### config.mk
export PLATFORM = sky130hd
export DESIGN_NAME = piso_serializer_flat
export DESIGN_NICKNAME = d
export VERILOG_FILES = /design/src/rtl/piso_pkg.sv /design/src/rtl/piso_serializer_if.sv /design/src/rtl/piso_serializer.sv /design/src/flat_wrapper.sv
export SDC_FILE = /design/constraint.sdc
export NUM_CORES = 1
export LEC_CHECK = 0
export BUFFER_PORTS_ARGS = -buffer_cell sky130_fd_sc_hd__buf_2
export CAP_MARGIN = 20
export CORE_MARGIN = 1.5
export CORE_UTILIZATION = 35
export DETAILED_ROUTE_END_ITERATION = 12
export SLEW_MARGIN = 20
export SYNTH_ARGS = -nofsm -noshare
export SYNTH_HDL_FRONTEND = slang
export SYNTH_SLANG_ARGS = --single-unit
### constraint.sdc
create_clock -name clk -period 2.6 [get_ports clk]
set_input_delay 0.39 -clock clk [delete_from_list [all_inputs] [get_ports clk]]
set_output_delay 0.39 -clock clk [all_outputs]
set_load 0.01 [all_outputs]
### src/rtl/piso_pkg.sv
// Shared types and helpers for the parallel-in/serial-out serializer.
package piso_pkg;

  typedef enum logic [1:0] {
    IDLE  = 2'b00,
    SHIFT = 2'b01,
    PAR   = 2'b10
  } state_t;

  localparam logic S_IDLE = 1'b0;

  // Ceiling log2, never less than one bit so a 2-bit word still has a counter.
  function automatic int cnt_width(input int w);
    int r;
    r = 1;
    for (int i = 1; i < 32; i++) begin
      if ((1 << i) < w) r = i + 1;
    end
    return r;
  endfunction

endpackage

### src/rtl/piso_serializer_if.sv
// Word handshake and serial output bundle of the serializer.
interface piso_serializer_if #(
  parameter int WIDTH = 8
);
  logic [WIDTH-1:0] din;
  logic             din_valid;
  logic             din_ready;
  logic             s_out;
  logic             s_valid;
  logic             busy;

  modport master (
    output din, din_valid,
    input  din_ready, s_out, s_valid, busy
  );

  modport slave (
    input  din, din_valid,
    output din_ready, s_out, s_valid, busy
  );
endinterface

### src/rtl/piso_serializer.sv
// WIDTH-bit word to one-bit-per-clock serializer with gapless back-to-back words.
// Optional even-parity bit after each word when PISO_PARITY_EN is defined.
module piso_serializer
  import piso_pkg::*;
#(
  parameter int WIDTH     = 8,
  parameter bit MSB_FIRST = 1'b1
) (
  input logic clk,
  input logic clr,
  piso_serializer_if.slave bus
);

  localparam int            CW   = cnt_width(WIDTH);
  localparam logic [CW-1:0] LAST = CW'(WIDTH - 1);

  state_t           state_reg;
  logic [WIDTH-1:0] shift_reg;
  logic [CW-1:0]    cnt_reg;
  logic             s_out_reg;
  logic             s_valid_reg;
`ifdef PISO_PARITY_EN
  logic             parity_reg;
`endif

  logic             last_bit;
  logic             ready;
  logic             take;
  logic             load_bit;
  logic             next_bit;
  logic [WIDTH-1:0] load_rest;
  logic [WIDTH-1:0] shift_next;

  // The first bit goes straight to s_out on load; the register keeps the rest.
  generate
    if (MSB_FIRST) begin : g_msb
      assign load_bit   = bus.din[WIDTH-1];
      assign load_rest  = {bus.din[WIDTH-2:0], 1'b0};
      assign next_bit   = shift_reg[WIDTH-1];
      assign shift_next = {shift_reg[WIDTH-2:0], 1'b0};
    end else begin : g_lsb
      assign load_bit   = bus.din[0];
      assign load_rest  = {1'b0, bus.din[WIDTH-1:1]};
      assign next_bit   = shift_reg[0];
      assign shift_next = {1'b0, shift_reg[WIDTH-1:1]};
    end
  endgenerate

  assign last_bit = (state_reg == SHIFT) && (cnt_reg == LAST);

`ifdef PISO_PARITY_EN
  assign ready = !clr && ((state_reg == IDLE) || (state_reg == PAR));
`else
  assign ready = !clr && ((state_reg == IDLE) || last_bit);
`endif

  assign take          = bus.din_valid && ready;
  assign bus.din_ready = ready;
  assign bus.s_out     = s_out_reg;
  assign bus.s_valid   = s_valid_reg;
  assign bus.busy      = (state_reg != IDLE);

  always_ff @(posedge clk) begin
    if (clr) begin
      state_reg   <= IDLE;
      shift_reg   <= '0;
      cnt_reg     <= '0;
      s_out_reg   <= S_IDLE;
      s_valid_reg <= 1'b0;
`ifdef PISO_PARITY_EN
      parity_reg  <= 1'b0;
`endif
    end else if (take) begin
      // A transfer is only possible when the current word is finishing, so it always wins.
      state_reg   <= SHIFT;
      shift_reg   <= load_rest;
      cnt_reg     <= '0;
      s_out_reg   <= load_bit;
      s_valid_reg <= 1'b1;
`ifdef PISO_PARITY_EN
      parity_reg  <= ^bus.din;
`endif
    end else begin
      case (state_reg)
        SHIFT: begin
          if (cnt_reg != LAST) begin
            shift_reg <= shift_next;
            cnt_reg   <= cnt_reg + 1'b1;
            s_out_reg <= next_bit;
          end else begin
`ifdef PISO_PARITY_EN
            state_reg <= PAR;
            s_out_reg <= parity_reg;
`else
            state_reg   <= IDLE;
            shift_reg   <= '0;
            cnt_reg     <= '0;
            s_out_reg   <= S_IDLE;
            s_valid_reg <= 1'b0;
`endif
          end
        end
        default: begin
          state_reg   <= IDLE;
          shift_reg   <= '0;
          cnt_reg     <= '0;
          s_out_reg   <= S_IDLE;
          s_valid_reg <= 1'b0;
        end
      endcase
    end
  end

endmodule

### src/flat_wrapper.sv
// flat-port wrapper written by rule: the top's interface ports become plain ports
module piso_serializer_flat import piso_pkg::*;
#(
  parameter int WIDTH     = 8,
  parameter bit MSB_FIRST = 1'b1
)
  (clk, clr, bus_din, bus_din_valid, bus_din_ready, bus_s_out, bus_s_valid, bus_busy);
  piso_serializer_if #(.WIDTH(WIDTH)) bus_i ();
  input logic clk;
  input logic clr;
  input wire logic [$bits(bus_i.din)-1:0] bus_din;
  input wire logic [$bits(bus_i.din_valid)-1:0] bus_din_valid;
  output wire logic [$bits(bus_i.din_ready)-1:0] bus_din_ready;
  output wire logic [$bits(bus_i.s_out)-1:0] bus_s_out;
  output wire logic [$bits(bus_i.s_valid)-1:0] bus_s_valid;
  output wire logic [$bits(bus_i.busy)-1:0] bus_busy;
  assign bus_i.din = bus_din;
  assign bus_i.din_valid = bus_din_valid;
  assign bus_din_ready = bus_i.din_ready;
  assign bus_s_out = bus_i.s_out;
  assign bus_s_valid = bus_i.s_valid;
  assign bus_busy = bus_i.busy;
  piso_serializer #(.WIDTH(WIDTH), .MSB_FIRST(MSB_FIRST)) u_core (.clk(clk), .clr(clr), .bus(bus_i));
endmodule
* After elaboration in Yosys (flattened, before gate mapping)
Cells that the tools add are included.
Storage, ports and cells: register bits after elaboration 43, input port bits 11, output and inout port bits 4
Operators by class: add/subtract/negate cells 1, eq/ne operators 3, muxes and demuxes 12, bitwise gates (word level) 2, reduce and logical (&&, ||, !) cells 8
Operators with widths (count):
- adder 32 x 1 -> 32 bit, second input constant | 1
- equality test 32 x 3 -> 1 bit, second input constant | 1
- inequality test 32 x 3 -> 1 bit, second input constant | 1
- 2-to-1 mux 8 bit | 3
- 2-to-1 mux 1 bit | 9
- OR reduction 4 bit | 1
- logical AND 1 bit | 3
- inequality test 3 x 2 -> 1 bit, second input constant | 1
- OR reduction 3 bit | 1
- logical NOT 2 bit | 1
- NOT 1 bit | 2
- logical NOT 1 bit | 1
- logical OR 1 bit | 1

* Depth between registers and ports, before layout
Gate-level depths: netlist of run 1.
depth after elaboration 6, depth in mapped cells 7, mapped depth without buffers 5

* Least setup slack after synthesis of run 1
Ideal clock, no wire load.
kind register to register, from reg u_core.cnt_reg[0], to reg u_core.cnt_reg[26], library setup time 0.070 ns, data arrival time 1.952 ns, setup slack 0.577 ns, stages on the path, launching flop included 7, period minus slack after synthesis 2.023 ns, cell sequence dfxtp_1 -> ha_1 -> nand2_1 -> or4_4 -> buf_6 -> or4_1 -> a21oi_1
On the way: longest elaborated chain between the ends 6
RTL lines:
- start: declaration | RTL line piso_serializer.sv:19 | logic [CW-1:0] cnt_reg;
- start signal: assignment | RTL line piso_serializer.sv:88 | cnt_reg <= cnt_reg + 1'b1;
- parallel branches: the longest is 6 deep, another holds adder 32 x 1 -> 32 bit
Parallel ways; which one is timed is not known. A chain may end at the register's enable or synchronous reset.

* Worst setup path in the final report of run 1
from reg u_core.cnt_reg[0], to out bus_din_ready
On the way: longest elaborated chain between the ends 4
RTL lines:
- equality test 32 x 3 -> 1 bit | RTL line piso_serializer.sv:49 | assign last_bit = (state_reg == SHIFT) && (cnt_reg == LAST);
- logical AND 1 bit | RTL line piso_serializer.sv:49
- logical OR 1 bit | RTL line piso_serializer.sv:54 | assign ready = !clr && ((state_reg == IDLE) || last_bit);
- logical AND 1 bit | RTL line piso_serializer.sv:54
- end: declaration | RTL line flat_wrapper.sv:13 | output wire logic [$bits(bus_i.din_ready)-1:0] bus_din_ready;
No other way between the ends.

==> flow_summary.ini, run 1 <==
[outcome]
status = complete, no violations

[drt]
ant_nets = 0
route.detailed.drc = 0
routed_wl_um = 3730
drt_first_pass_iters = 4
wl_per_cell_um = 12.9
drt_iter0_drc = 116
vias = 1587
routed_via_density = 5.47

[clocking]
path_clk_slew_ns = 0.08
post_cts_buffers = 0
cts_root_buf = clkbuf_8
cts_tree = yes
worst_skew_pair.late_latency_ns = 0.29
cts_max_level = 2
clk_path_buf_depth = 2
cts_hold_buffers = 0
cts_resized = 0
cts-buffers-inserted = 5
cts.sinks = 41

[worst_setup_path]
criticalPathCategory = register to output pin
slowest_delay_ns = 0.40
cp_slowest_cell = dfxtp_1
crit_path_end_kind = output pin
critPathBufInv = 1
crit_fanout = 5
crit_family = simple AND/OR/NAND/NOR gates
worstSetupStartpointType = register
crit_chain = ha_1 -> nor4b_1 -> nand4_1 -> o21ai_1 -> nor2b_1 -> buf_2
critical_path_required_ns = 2.21
arrival_ns = 1.94

[sta]
max_slew_margin = 0.556
grt_setup_unrepaired = no
layout_min_cycle_time_ns = 2.33
worst_pin_slew_ns = 0.660
period_share = 0.895
hold_viol_final = 0
slew_viol_final = 0
achievable-frequency_ghz = 0.430
fin_setup_tns_ns = 0
setup_viol_count_final = 0
worst_slack_ns = 0.272
fin_skew_ns = 0.00630

[place]
hpwl_um = 2640
place_ws_ns = 0.403
port_buffers = 14
routabilityCongestion = 0.815

[logic_synthesis]
ys_types = 33
synth_top_area_share = 0.441
syn_nets = 220
synth_edf_count = 0
syn_avg_cell_area_um2 = 8.95
synthTopCellsByArea = dfxtp_1 44%, or4_1 5.6%, o31ai_1 5.2%, a21oi_1 4.8%, a32o_1 3.8%
yosysTopAreaCell = dfxtp_1
synth_warnings = 0
yosys_register_bits = 41
synth_cells = 208
synth_seq_area_share = 0.441
async_flop_share = 0
synth_area_um2 = 1860
synthFlopType = dfxtp_1

[global_routing]
antenna_found_initial = 0
grt_pass1_wl_um = 6540
grtUsageTotal = 0.138
grt_max_degree = 31
grt-ovfl-total = 0
grt_pass1_vias = 1429

[finish]
layout_common_cells = 41 x dfxtp_1, 18 x a21oi_1, 14 x or4_1, 14 x buf_2
finalNetCount = 231
largest_reg_flops = 32
drive_gt1_frac = 0.141
n_antenna_cell = 0
num-fill-cells = 528
areaGrowthSynthToFinish_pct = 11.0
final_common_cell = dfxtp_1

[floorplan]
core_area_um2 = 5110
die_h_um = 75.9
design.die.area_um2 = 5770
rows = 26
io_pins = 15
start_util = 0.365
fp.dieW_um = 75.9

[pwr]
p_per_area_nw_per_um2 = 538
peakVddDrop_uv = 344
p_leak_nw = 0.594

[run]
cap_violations = 0

[worst_hold_path]
min_path_type = input port to register
cells in the mapped netlist, types with 7 or more instances:
library cell	n
a21oi_1	18
a32o_1	7
clkbuf_1	7
dfxtp_1	41
nand2_1	9
nand3_1	12
nand4_1	8
nor2_1	13
nor4_1	7
o31ai_1	13
or4_1	14
xnor2_1	8
worst paths after layout:
kind | slack [ns] | start | cells after the start | end
worst max-delay path | 0.27 | u_core.cnt_reg[0]$_SDFF_PP0_ | 6 | bus_din_ready
worst min-delay path | 0.32 | bus_din[0] | 2 | u_core.shift_reg[1]$_SDFF_PP0_
worst max register to register | 0.39 | u_core.cnt_reg[2]$_SDFF_PP0_ | 4 | u_core.cnt_reg[23]$_SDFF_PP0_
worst min register to register | 0.45 | u_core.shift_reg[6]$_SDFF_PP0_ | 1 | u_core.shift_reg[7]$_SDFF_PP0_
logic make-up after synthesis:
kind of cell / count (synthesis) / share of synthesized area
XOR/XNOR: 11 / 0.0518
adder cells (fa/ha/maj): 1 / 0.00672
buffers and inverters: 17 / 0.0430
AND/OR/NAND/NOR: 90 / 0.288
AO/OA/AOI/OAI: 48 / 0.169
flip-flops: 41 / 0.441
layer usage:
metal / global-route usage / wire (um) / part of all wire
met1: 0.188 / 1900 / 0.51
met2: 0.216 / 1700 / 0.46
met3: 0.0325 / 94 / 0.025
met4: 0.0444 / 33 / 0.0088
met5: 0 / 0 / 0
area by class of cell:
class	instances	area (um^2)	area share
clock buffers	5	68.8	0.0333
clock inverters	3	21.3	0.0103
inverters	5	18.8	0.00908
multi-input cells	150	965	0.467
flip-flops and latches	41	821	0.397
well taps	70	87.6	0.0424
repair buffers	16	85.1	0.0412
stage by stage:
stage | cell area [um^2] | total power [mW] | utilization | hold WS (ns) | instances
floorplan | 1860 | 0.684 | - | 0.419 | 208
global placement | 1980 | 0.705 | 0.387 | 0.429 | 282
detailed placement | 1980 | 0.704 | 0.387 | 0.435 | 282
CTS | 2070 | 1.13 | 0.405 | 0.306 | 290
global route | 2070 | 1.16 | 0.405 | 0.310 | 290
finish | 2070 | 1.11 | 0.405 | 0.316 | 290
power breakdown:
part	leakage, nW	switching (mW)	total, mW	internal, mW
Clock	0.0445	0.233	0.423	0.190
Combinational	0.218	0.0269	0.0477	0.0208
Sequential	0.332	0.00451	0.641	0.636
Total	0.594	0.264	1.11	0.847
worst register-to-register path: stages, from the launching register on:
cell and delay [ns]:
dfxtp_1 0.47, nand3_4 0.15, or4_1 0.82, or4_1 0.57
a21oi_1 0.14
No activity file was read; power rests on OpenSTA's default activity.
==> run 2: changes to the inputs <==
Settings changed: CORE_MARGIN 1.5 to 8.
Clock period 2.6 ns to 3 ns, I/O delays scaled along.
==> flow_summary.ini, run 2 (synthesis gave the netlist of run 1 again) <==
[floorplan]
core_area_um2 = 5110
io_pins = 15
rows = 26
fp.dieW_um = 88.9
die_h_um = 88.9
design.die.area_um2 = 7910
start_util = 0.365

[clocking]
worst_skew_pair.late_latency_ns = 0.29
cts_resized = 0
post_cts_buffers = 0
cts.sinks = 41
path_clk_slew_ns = 0.08
cts-buffers-inserted = 5
cts_hold_buffers = 0
cts_root_buf = clkbuf_8
cts_max_level = 2
cts_tree = yes
clk_path_buf_depth = 2

[drt]
vias = 1585
routed_via_density = 5.47
route.detailed.drc = 0
ant_nets = 0
drt_first_pass_iters = 4
drt_iter0_drc = 112
routed_wl_um = 3720
wl_per_cell_um = 12.8

[finish]
layout_common_cells = 41 x dfxtp_1, 18 x a21oi_1, 14 x or4_1, 14 x buf_2
drive_gt1_frac = 0.141
finalNetCount = 231
areaGrowthSynthToFinish_pct = 12.6
largest_reg_flops = 32
final_common_cell = dfxtp_1
n_antenna_cell = 0

[global_routing]
grt_max_degree = 24
grt_pass1_vias = 1423
antenna_found_initial = 0
use_met1 = 0.136
grt.busiest_layer = met2
use_met2 = 0.151
met3_usage = 0.0395
grt-ovfl-total = 0
grt_pass1_wl_um = 6410
grtUsageTotal = 0.103

[sta]
hold_viol_final = 0
holdWs_ns = 0.382
slew_viol_final = 0
period_share = 0.832
fin_skew_ns = 0.00778
layout_min_cycle_time_ns = 2.50
grt_setup_unrepaired = no
max_slew_margin = 0.627
fin_setup_tns_ns = 0
worst_slack_ns = 0.504
setup_viol_count_final = 0
worst_pin_slew_ns = 0.559
achievable-frequency_ghz = 0.401

[worst_setup_path]
reg2reg_slack_ns = 0.77
worstSetupStartpointType = register
arrival_ns = 2.05
worstReg2RegStart = u_core.cnt_reg[0]$_SDFF_PP0_
r2r_cells = 5
crit_path_end_kind = output pin
crit_fanout = 9
criticalPathCategory = register to output pin
worst_r2r_endpoint = u_core.cnt_reg[26]$_SDFF_PP0_
critical_path_required_ns = 2.55

[pwr]
p_per_area_nw_per_um2 = 506
p_leak_nw = 0.607
p_total_mw = 1.06
peakVddDrop_uv = 264

[worst_hold_path]
hp-start = bus_din[0]
hold_path_end = u_core.shift_reg[1]$_SDFF_PP0_
hold_depth = 2
min_path_type = input port to register

[place]
place_ws_ns = 0.798
hpwl_um = 2650
port_buffers = 14
routabilityCongestion = 0.757

[run]
cap_violations = 0

[outcome]
status = complete, no violations
-- run 2: cell types whose count changed in the layout (fill, tap and decap cells not counted) --
cell,previous run,this run
clkinv_2,1,0
bufinv_16,0,1
inv_6,1,0
clkbuf_8,5,6
-- run 2: critical path, cell delays in order (launching register included) --
cell and delay (ns):
dfxtp_1 0.40, ha_1 0.27, nor4b_1 0.26, nand4_1 0.22, o21ai_1 0.17, buf_4 0.17, nor2b_1 0.13, buf_2 0.13
-- run 2: layer usage --
layer	vias to the layer above	routed length, um	share of wire
li1	817	-	-
met1	737	2000	0.54
met2	26	1530	0.41
met3	5	155	0.042
met4	0	34	0.0091
met5	-	0	0
-- run 2: cell type report --
cell class	instances	area [um^2]
sequential	41	821
inverter	5	18.8
clock buffer	6	82.6
timing repair buffer	16	85.1
multi-input combinational	150	965
clock inverter	2	37.5
tap	70	87.6
fill	543	3010
-- run 2: worst max-delay path by stage --
stage	startpoint	endpoint	cells after the start
floorplan	u_core.cnt_reg[0]$_SDFF_PP0_	bus_din_ready	5
global placement	u_core.cnt_reg[0]$_SDFF_PP0_	bus_din_ready	7
detailed placement	u_core.cnt_reg[0]$_SDFF_PP0_	u_core.cnt_reg[26]$_SDFF_PP0_	5
CTS	u_core.cnt_reg[0]$_SDFF_PP0_	bus_din_ready	7
global route	u_core.cnt_reg[0]$_SDFF_PP0_	bus_din_ready	7
finish	u_core.cnt_reg[0]$_SDFF_PP0_	bus_din_ready	7
-- run 2: power by group --
part	switching, mW	total, mW	internal [mW]	leakage [nW]
Combinational	0.0237	0.0418	0.0181	0.218
Sequential	0.00387	0.555	0.551	0.332
Clock	0.193	0.464	0.271	0.0574
-- run 2: stage by stage --
| step | utilization | area [um^2] | cells |
|---|---|---|---|
| after floorplan | - | 1860 | 208 |
| after global placement | 0.387 | 1980 | 282 |
| after detailed placement | 0.387 | 1980 | 282 |
| after CTS | 0.411 | 2100 | 290 |
| after global routing | 0.411 | 2100 | 290 |
| final | 0.411 | 2100 | 290 |
==> run 3: changes to the inputs <==
Clock period 3 ns to 2.4 ns, I/O delays scaled along.
==> flow_summary.ini, run 3 (synthesis gave the netlist of run 1 again) <==
[outcome]
status = complete, no violations

[place]
routabilityCongestion = 0.818
dp_cells = 283
place_ws_ns = 0.255
port_buffers = 14
placed_cell_area_um2 = 1980
hpwl_um = 2670

[sta]
achievable-frequency_ghz = 0.450
layout_min_cycle_time_ns = 2.22
hold_viol_final = 0
worst_slack_ns = 0.178
setup_viol_count_final = 0
worst_pin_slew_ns = 0.650
slew_viol_final = 0
period_share = 0.926
holdWs_ns = 0.284
max_slew_margin = 0.563
fin_skew_ns = 0.00968

[drt]
drt-met1-wl_um = 2100
drt_iter0_drc = 75
ant_nets = 0
wl_per_cell_um = 13.6
top_layer_used = met4
routed_wl_um = 3970
route.detailed.drc = 0
drt_first_pass_iters = 4
wl_met2_um = 1650
wl_met3_um = 165
vias = 1582
routed_via_density = 5.44

[finish]
finalNetCount = 232
largest_reg_flops = 32
num-fill-cells = 532
layout_common_cells = 40 x dfxtp_1, 18 x a21oi_1, 14 x or4_1, 14 x buf_2
stdcell_count = 291
areaGrowthSynthToFinish_pct = 15.5
n_antenna_cell = 0
drive_gt1_frac = 0.163
final_common_cell = dfxtp_1
finalInstanceArea_um2 = 2150

[floorplan]
io_pins = 15
start_util = 0.365
core_area_um2 = 5110
design.die.area_um2 = 7910
die_h_um = 88.9
rows = 26
fp.dieW_um = 88.9

[run]
cap_violations = 0

[worst_setup_path]
criticalPathCategory = register to output pin
critical_path_required_ns = 2.04
crit_path_end_kind = output pin
worstSetupStartpointType = register
r2r_cells = 5
crit_fanout = 4
arrival_ns = 1.86

[clocking]
cts-buffers-inserted = 5
path_clk_slew_ns = 0.08
worst_skew_pair.late_latency_ns = 0.29
cts_hold_buffers = 0
cts_tree = yes
clk_path_buf_depth = 2
cts_root_buf = clkbuf_8
cts_max_level = 2
post_cts_buffers = 0
cts.sinks = 41

[worst_hold_path]
min_path_type = input port to register
hold_depth = 2

[pwr]
p_total_mw = 1.40
p_leak_nw = 0.624
p_per_area_nw_per_um2 = 652
peakVddDrop_uv = 434

[global_routing]
grtUsageTotal = 0.105
grt_pass1_wl_um = 6530
antenna_found_initial = 0
grt-ovfl-total = 0
grt_max_degree = 31
grt_pass1_vias = 1419
run 3: layer usage:
| metal | GRT usage | up-vias |
|---|---|---|
| met4 | 0.0363 | 0 |
| met2 | 0.150 | 21 |
| met5 | 0 | - |
| met1 | 0.139 | 741 |
| met3 | 0.0423 | 7 |
| li1 | - | 813 |
run 3: path summary, 6_finish.rpt:
kind,slack (ns),endpoint,from
hold / removal,0.28,u_core.shift_reg[1]$_SDFF_PP0_,bus_din[0]
setup / recovery,0.18,bus_din_ready,u_core.cnt_reg[1]$_SDFF_PP0_
setup reg to reg,0.26,u_core.cnt_reg[22]$_SDFF_PP0_,u_core.cnt_reg[1]$_SDFF_PP0_
hold reg to reg,0.45,u_core.bus.s_out$_SDFF_PP0_,u_core.shift_reg[7]$_SDFF_PP0_
run 3: layout make-up:
type                            count  area (um^2)  share of cell area
Tap cell                           70         87.6              0.0407
Inverter                            5         18.8             0.00873
Sequential cell                    41          822               0.382
Timing Repair Buffer               17         92.6              0.0430
Clock buffer                        5         68.8              0.0320
Multi-Input combinational cell    150          996               0.463
Clock inverter                      3         65.1              0.0303
run 3: stage by stage:
stage,setup TNS (ns),utilization
2_1_floorplan,0,-
3_3_place_gp,0,0.389
3_5_place_dp,0,0.389
4_1_cts,0,0.415
5_1_grt,-0.000482,0.421
6_report,0,0.421
run 3: critical path, cell delays in order, from the launching register on:
cell	delay, ns
dfxtp_1	0.42
ha_4	0.19
nor4b_4	0.19
nand4_1	0.26
o21ai_2	0.23
nor2b_1	0.14
buf_2	0.14
run 3: report_power, final:
part	internal (mW)	switching, mW	total [mW]
registers	0.690	0.00625	0.696
logic	0.0238	0.0307	0.0545
clock network	0.413	0.239	0.652
run 3: timing repair:
action,in CTS,in global routing
endpoints found under the setup margin,0,1
hold endpoints to repair,0,0
gates resized for setup,0,6
